## src/rtl/game_controller_gen.sv

```systemverilog
// ============================================================================
// Module  : game_controller_gen
// Brief   : Two-player modular-cycle move game controller with screen clear.
//           Optional macro GAME_ROUND_TIMEOUT_EN forces a tie on a stalled CHOOSE.
// Revision: 1.0 - initial release
// ============================================================================
`default_nettype none

module game_controller_gen #(
   parameter int NUM_CHOICES    = 3,
   parameter int WIN_SCORE      = 3,
   parameter int SCR_W          = 160,
   parameter int SCR_H          = 120,
   parameter int TIMEOUT_CYCLES = 1000
) (
   input  logic       clk,
   input  logic       reset,
   input  logic       start,
   input  logic       lock,
   input  logic       restart,
   input  logic [3:0] p1Choice,
   input  logic [3:0] p2Choice,
   output logic [3:0] p1Score,
   output logic [3:0] p2Score,
   output logic [1:0] roundResult,
   output logic [1:0] winner,
   output logic [2:0] state,
   output logic [7:0] x,
   output logic [7:0] y,
   output logic       paint,
   output logic       choiceErr
);

   typedef enum logic [2:0] {
      S_CLEAR   = 3'd0,
      S_IDLE    = 3'd1,
      S_CHOOSE  = 3'd2,
      S_RESOLVE = 3'd3,
      S_CHECK   = 3'd4,
      S_WIN     = 3'd5
   } state_t;

   localparam logic [7:0] c_x_last = 8'(SCR_W - 1);
   localparam logic [7:0] c_y_last = 8'(SCR_H - 1);
   localparam logic [3:0] c_win    = 4'(WIN_SCORE);
   localparam logic [4:0] c_n      = 5'(NUM_CHOICES);
   localparam logic [4:0] c_half   = 5'((NUM_CHOICES - 1) / 2);

   if ((NUM_CHOICES < 3) || (NUM_CHOICES > 15) || ((NUM_CHOICES % 2) == 0) ||
       (WIN_SCORE < 1) || (WIN_SCORE > 15) || (SCR_W < 1) || (SCR_W > 256) ||
       (SCR_H < 1) || (SCR_H > 256) || (TIMEOUT_CYCLES < 1)) begin : g_param_check
      $error("game_controller_gen: parameter out of range");
   end

   state_t     r_state;
   logic       r_lock_q;
   logic [3:0] r_c1;
   logic [3:0] r_c2;

   logic       w_lock_edge;
   logic       w_choice_ok;
   logic       w_accept;
   logic [4:0] w_diff;
   logic [1:0] w_result;
   logic       w_timeout;
   logic       w_force_tie;

   assign w_lock_edge = lock & ~r_lock_q;
   assign w_choice_ok = ({1'b0, p1Choice} < c_n) && ({1'b0, p2Choice} < c_n);
   assign w_accept    = (r_state == S_CHOOSE) && w_lock_edge && w_choice_ok;

   // (p1 - p2) mod N without a divider: both operands are already below N
   assign w_diff   = (r_c1 >= r_c2) ? ({1'b0, r_c1} - {1'b0, r_c2})
                                    : ({1'b0, r_c1} + c_n - {1'b0, r_c2});
   assign w_result = (w_diff == 5'd0)  ? 2'b11 :
                     (w_diff <= c_half) ? 2'b01 : 2'b10;

`ifdef GAME_ROUND_TIMEOUT_EN
   localparam int c_tw = (TIMEOUT_CYCLES > 1) ? $clog2(TIMEOUT_CYCLES) : 1;
   localparam logic [c_tw-1:0] c_t_last = c_tw'(TIMEOUT_CYCLES - 1);

   logic [c_tw-1:0] r_tmo_cnt;
   logic            r_force_tie;

   assign w_timeout   = (r_state == S_CHOOSE) && (r_tmo_cnt == c_t_last);
   assign w_force_tie = r_force_tie;

   always_ff @(posedge clk or negedge reset) begin
      if (!reset) begin
         r_tmo_cnt   <= '0;
         r_force_tie <= 1'b0;
      end else begin
         r_force_tie <= w_timeout && !w_accept;
         if ((r_state != S_CHOOSE) || w_accept || w_timeout)
            r_tmo_cnt <= '0;
         else
            r_tmo_cnt <= r_tmo_cnt + c_tw'(1);
      end
   end
`else
   assign w_timeout   = 1'b0;
   assign w_force_tie = 1'b0;
`endif

   always_ff @(posedge clk or negedge reset) begin
      if (!reset) begin
         r_state     <= S_CLEAR;
         r_lock_q    <= 1'b0;
         r_c1        <= 4'd0;
         r_c2        <= 4'd0;
         p1Score     <= 4'd0;
         p2Score     <= 4'd0;
         roundResult <= 2'b00;
         winner      <= 2'b00;
         x           <= 8'd0;
         y           <= 8'd0;
         paint       <= 1'b0;
         choiceErr   <= 1'b0;
      end else begin
         r_lock_q  <= lock;
         choiceErr <= 1'b0;
         case (r_state)
            S_CLEAR: begin
               // paint is low only in the first cycle after reset release
               if (!paint) begin
                  paint <= 1'b1;
               end else if ((x == c_x_last) && (y == c_y_last)) begin
                  paint   <= 1'b0;
                  x       <= 8'd0;
                  y       <= 8'd0;
                  r_state <= S_IDLE;
               end else if (x == c_x_last) begin
                  x <= 8'd0;
                  y <= y + 8'd1;
               end else begin
                  x <= x + 8'd1;
               end
            end
            S_IDLE: begin
               if (start) r_state <= S_CHOOSE;
            end
            S_CHOOSE: begin
               if (w_lock_edge) begin
                  if (w_choice_ok) begin
                     r_c1    <= p1Choice;
                     r_c2    <= p2Choice;
                     r_state <= S_RESOLVE;
                  end else begin
                     choiceErr <= 1'b1;
                  end
               end else if (w_timeout) begin
                  r_state <= S_RESOLVE;
               end
            end
            S_RESOLVE: begin
               r_state <= S_CHECK;
               if (w_force_tie) begin
                  roundResult <= 2'b11;
               end else begin
                  roundResult <= w_result;
                  if ((w_result == 2'b01) && (p1Score < c_win)) p1Score <= p1Score + 4'd1;
                  if ((w_result == 2'b10) && (p2Score < c_win)) p2Score <= p2Score + 4'd1;
               end
            end
            S_CHECK: begin
               if (p1Score == c_win) begin
                  winner  <= 2'b01;
                  r_state <= S_WIN;
               end else if (p2Score == c_win) begin
                  winner  <= 2'b10;
                  r_state <= S_WIN;
               end else begin
                  r_state <= S_CHOOSE;
               end
            end
            S_WIN: begin
               if (restart) begin
                  r_state     <= S_CLEAR;
                  paint       <= 1'b1;
                  x           <= 8'd0;
                  y           <= 8'd0;
                  p1Score     <= 4'd0;
                  p2Score     <= 4'd0;
                  roundResult <= 2'b00;
                  winner      <= 2'b00;
               end
            end
            default: begin
               r_state     <= S_CLEAR;
               paint       <= 1'b1;
               x           <= 8'd0;
               y           <= 8'd0;
               p1Score     <= 4'd0;
               p2Score     <= 4'd0;
               roundResult <= 2'b00;
               winner      <= 2'b00;
            end
         endcase
      end
   end

   assign state = r_state;

endmodule

`default_nettype wire

```

## config.mk

```make
export PLATFORM = sky130hd
export DESIGN_NAME = game_controller_gen
export DESIGN_NICKNAME = d
export VERILOG_FILES = /design/src/rtl/game_controller_gen.sv
export SDC_FILE = /design/constraint.sdc
export NUM_CORES = 1
export LEC_CHECK = 0
export CAP_MARGIN = 20
export CORE_MARGIN = 2
export CORE_UTILIZATION = 47
export CTS_BUF_LIST = sky130_fd_sc_hd__clkbuf_16
export DETAILED_ROUTE_END_ITERATION = 7
export PLACE_DENSITY = 0.76
export SYNTH_ARGS = -nofsm -noshare
export SYNTH_HDL_FRONTEND = slang
export SYNTH_SLANG_ARGS = --single-unit
```

## constraint.sdc

```tcl
create_clock -name clk -period 2.3 [get_ports clk]
set_input_delay 0.23 -clock clk [delete_from_list [all_inputs] [get_ports clk]]
set_output_delay 0.23 -clock clk [all_outputs]
set_load 0.01 [all_outputs]
```

Yosys cells after proc, flatten, opt, wreduce, memory -nomap -nowiden
Cells that the tools add are included.

Reduce and logical (&&, ||, !) cells: 18. Bitwise operators: 5. $lt $le $gt $ge: 6. Add/subtract/negate cells: 7. Mux-type cells: 38. Equality and inequality tests: 21.

Operators by type and width (count): $mux 8 (7); $pmux 8 s3 (2); $mux 3 (8); $pmux 4 s3 (2); $pmux 3 s6 (1); $add 8x1->8 const B (2); $lt 4x2->1 const B (4); $ne 2x2->1 const B (8); $reduce_and 3->1 (5); $mux 4 (3); $pmux 2 s3 (2); $reduce_or 4->1 (3); $mux 2 (5); $add 4x1->4 const B (2); $eq 4x2->1 const B (2); $eq 8x7->1 const B (1); $eq 8x8->1 const B (1); $eq 3x2->1 const B (2); $eq 3x3->1 const B (2); $mux 1 (6); $ne 3x3->1 const B (2); $reduce_and 6->1 (1); $add 4x2->5 const B (1); $le 5x1->1 const B (1); 15 further kinds (22).

Register bits after elaboration: 42. Word-level logic and storage cells: 107. Output and inout bits: 33. Input bits: 13.

Longest topological paths before layout
Depth after elaboration: 10. Gate-level depth with buffers: 11. Mapped depth without buffers: 11.

Worst setup path after synthesis
Ideal clock, no wire load.

Path type: reg-to-reg. Start: reg r_c2[1]. End: reg p2Score[0]. Setup slack: -65 ps. Period minus slack after synthesis: 2365 ps. Data arrival time: 2296 ps. Required time: 2231 ps. Path buffers: 0. Cell stages (with the launch flop): 12. Library setup time: 69 ps. Path through: dfrtp_1 -> inv_1 -> ha_1 -> ha_1 -> inv_1 -> fa_1 -> xor2_1 -> nand3b_1 -> a211o_1 -> o21ai_1 -> or4_1 -> nand3_1.

Word-level cells in the longest chain between the ends: 9. Elaborated cells on any way between the ends: 12. Classes of those cells: add/sub: 2; order compare: 2; eq/ne: 2; mux: 3; reduce/logical: 3.

Ends and longest elaborated chain: from (decl) (line 58) `logic [3:0] r_c2;`; from (signal assigned) (line 146) `r_c2 <= p2Choice;`; $sub 5x4->5 (tied with other cells) (line 74) `: ({1'b0, r_c1} + c_n - {1'b0, r_c2});`; $mux 5 * (line 73) `assign w_diff = (r_c1 >= r_c2) ? ({1'b0, r_c1} - {1'b0, r_c2})`; $le 5x1->1 (line 76) `(w_diff <= c_half) ? 2'b01 : 2'b10;`; $mux 2 (line 76); $mux 2 * (line 75) `assign w_result = (w_diff == 5'd0) ? 2'b11 :`; $eq 2x2->1 * (line 162) `if ((w_result == 2'b10) && (p2Score < c_win)) p2Score <= p2Score + 4'd1;`; $logic_and 1x1->1 * (line 162); $ne 2x2->1 (no source line) *; $reduce_and 3->1 (no source line) *; to (signal assigned) (line 162); to (decl) (line 24) `output logic [3:0] p2Score,`.

Every way passes the cells marked *; elsewhere a longest branch is shown, timed or not. A chain may end at the register's enable or synchronous reset.

Worst setup path after layout
Ends and elaborated chain as after synthesis.

==> impl_metrics.toml <==
[setup_path]
worstPathRequired_ns = 2.52
critPathLaunchType = "flop"
max_stage_delay_ns = 0.51
critPathBufInv = 2
path_max_fanout = 4
worst-setup-path-type = "reg2reg"
regToRegStartpoint = "r_c2[1]"
slowest_stage = "or4_1"
cp.arrival_ns = 2.57
cp-startpoint = "r_c2[1]"
path_cells = "inv_2, ha_4, inv_2, fa_1, a21o_1, a21oi_2, a211o_1, o21ai_2, or4_1, nand3_1"
cp_common_cell = "inv_2"
critPathTopFamily = "compound AO/OA/AOI/OAI gates"
endpoint_kind = "flop"

[synth]
synth_edf_count = 0
synth_simple_gate_area_share = 0.228
seq_area_frac_synth = 0.431
synth_fa_ha_area_frac = 0.0913
netlist_area_sq_um = 2440
synth.distinct_cells = 52
synth_area_per_cell_sq_um = 9.80
synth_commonest_cells = "dfrtp_1, nand2_1, o21ai_0"
synth-seq-cells = 42
synth_top_area_frac = 0.431
synth_flop_cell = "dfrtp_1"
synth_mux_area_frac = 0.0349
syn_inst = 249
synth.most_common_cell = "dfrtp_1"
synth.area.top_cells = "dfrtp_1, ha_1, nand2_1"
syn_nets = 278
synth_compound_area_frac = 0.162
synth_largest_area_cell = "dfrtp_1"
synth_top_family_by_area = "simple AND/OR/NAND/NOR gates"
synth-xor-area-share = 0.0144
ys_warn_count = 0
async_flop_share = 1.00

[clock_network]
cts-buffers-inserted = 5
cts_root_buf = "clkbuf_16"
clock-sinks = 42
insertion_delay_ns = 0.28
htree_levels = 2
cts_tree = "built"
clk_pin_slew_worst_paths_ns = 0.06
clockBufferDepth = 2

[finish]
drive_above_1_share = 0.152
nets = 338
final_core_util = 0.645
syn2layout_area_growth_pct = 33.2
n_antenna_cell = 0

[detailed_routing]
drt-total-wl_mm = 5.31
vias = 2041
via_per_inst = 5.37
drtIter0Drc = 101
wire_per_inst_um = 14.0
antenna_left = 0
drc = 0
drt_first_pass_iters = 4

[global_route]
grt_usage = 0.198
grt_pass1_vias = 2068
grt_max_degree = 43
grt_first_pass_wirelength_mm = 9.38
grt_overflow = 0
antenna_found_initial = 0

[power]
pwr-share-comb = 0.026
p_leak_nw = 1.47
power_frac_seq = 0.471
p_switching_w = 0.000305
pwr-share-clk = 0.503
max-vdd-ir-drop_uv = 660
powerDensity_nw_per_um2 = 483
p_sw_frac = 0.194
p_int_w = 0.00127

[floorplanning]
core_area_sq_um = 5040
die_w_um = 76.1
rows = 26
die_height_um = 76.1
num_io_pins = 46
dieArea_sq_um = 5780
start_util = 0.484

[placed_design]
io_buffers = 45
gp_congestion = 0.793
dp_hpwl_mm = 3.72

[timing]
whs_ns = 0.0919
relSlewSlack = 0.374
slew_viol_final = 0
min_period_ns = 2.35
finalSetupViolCount = 1
final-hold-violation-count = 0
setup_ws_ns = -0.0512
fin_crit_sh = 1.02
grt_setup_unrepaired = "yes"
tightest_slew_ns = 0.940
tns_ns = -0.0512
fmax_mhz = 425
clock_skew_ns = 0.00356

[run_status]
status = "complete, but fails checks"
violations = "negative setup slack"

[flow_run]
cap_violations = 0

[worst_hold_path]
hold_class = "in2async"
-- layout make-up --
class | count | area (sq um)
sequential | 42 | 1050
tap | 70 | 87.6
multi-input combinational | 186 | 1340
clock buffer | 5 | 125
fill | 421 | 1790
inverter | 14 | 52.6
clock inverter | 3 | 40.0
timing repair buffer | 60 | 558
-- per-layer routing --
metal  up-vias  share of wire  GRT usage
met5         -              0          0
met4         0          0.017     0.0691
met3         9          0.043     0.0450
met2        43           0.50      0.353
met1       981           0.44      0.235
li1       1008              -          -
-- power by group through the flow --
stage / logic, W / registers [W] / clock network [W]
floorplan: 0.00000342 / 0.000754 / 0
finish: 0.0000407 / 0.000740 / 0.000791
detailed placement: 0.0000422 / 0.000754 / 0
global placement: 0.0000416 / 0.000753 / 0
CTS: 0.0000425 / 0.000740 / 0.000803
global route: 0.0000467 / 0.000739 / 0.000846
-- state kept, by name, indices dropped and copies added (netlist names) --
name / cells
r_c2: 4
paint: 1
y: 8
r_c1: 4
state: 3
choiceErr: 1
winner: 2
p2Score: 4
x: 8
roundResult: 2
r_lock_q: 1
p1Score: 4
-- stage by stage --
step | power, W | setup WS, ns | area, sq um | instances
global route | 0.00163 | -0.174 | 3250 | 380
floorplan | 0.000757 | 0.0254 | 2460 | 249
global placement | 0.000795 | -0.0162 | 3040 | 369
detailed placement | 0.000796 | -0.0628 | 3040 | 369
CTS | 0.00159 | -0.00924 | 3240 | 379
finish | 0.00157 | -0.0512 | 3250 | 380
-- logic make-up (layout without fill, tap and decap cells) --
kind of cell / Yosys count / in the layout
xor gates and xnor gates: 4 / 4
DFF: 42 / 42
AOI/OAI and AO/OA: 56 / 56
and+or+nand+nor: 102 / 102
buffers and inverters: 21 / 82
muxes: 8 / 8
adders and majority gates: 16 / 16
-- placed cells by master (no fill, tap or decap), types with 3 or more instances in the layout --
master,netlist,routed
buf_4,0,15
nor3b_1,3,3
a21oi_1,10,9
o21ai_0,19,18
clkdlybuf4s50_1,0,44
clkbuf_16,0,5
nand2b_1,3,3
or3_1,3,3
ha_1,13,11
and3_1,3,3
mux2i_1,4,4
or4_1,5,5
a21o_1,3,3
dfrtp_1,42,42
nor3_1,6,6
inv_1,14,11
nand2_1,30,30
and2_1,9,9
mux2_2,4,4
nand3_1,10,10
nor2b_1,5,5
nand3b_1,3,3
inv_2,0,3
nor2_1,14,14
-- repair_timing --
action | 4_1_cts | 5_1_grt
setup endpoints to repair | 3 | 5
pin swaps | 6 | 9
hold buffers | 0 | 0
gates resized for setup | 5 | 2
buffers inserted | 2 | 2
-- worst paths after layout --
kind,to,slack (ns),cells after the start
worst max-delay path,p2Score[0],-0.05,10
min in group clk,r_lock_q,0.47,1
worst min register to register,roundResult[1],0.48,2
worst min-delay path,r_c1[1],0.09,1
worst max register to register,p2Score[0],-0.05,10
max in group asynchronous,y[2],1.62,1
Note: power is estimated with default switching activity, not from simulation.
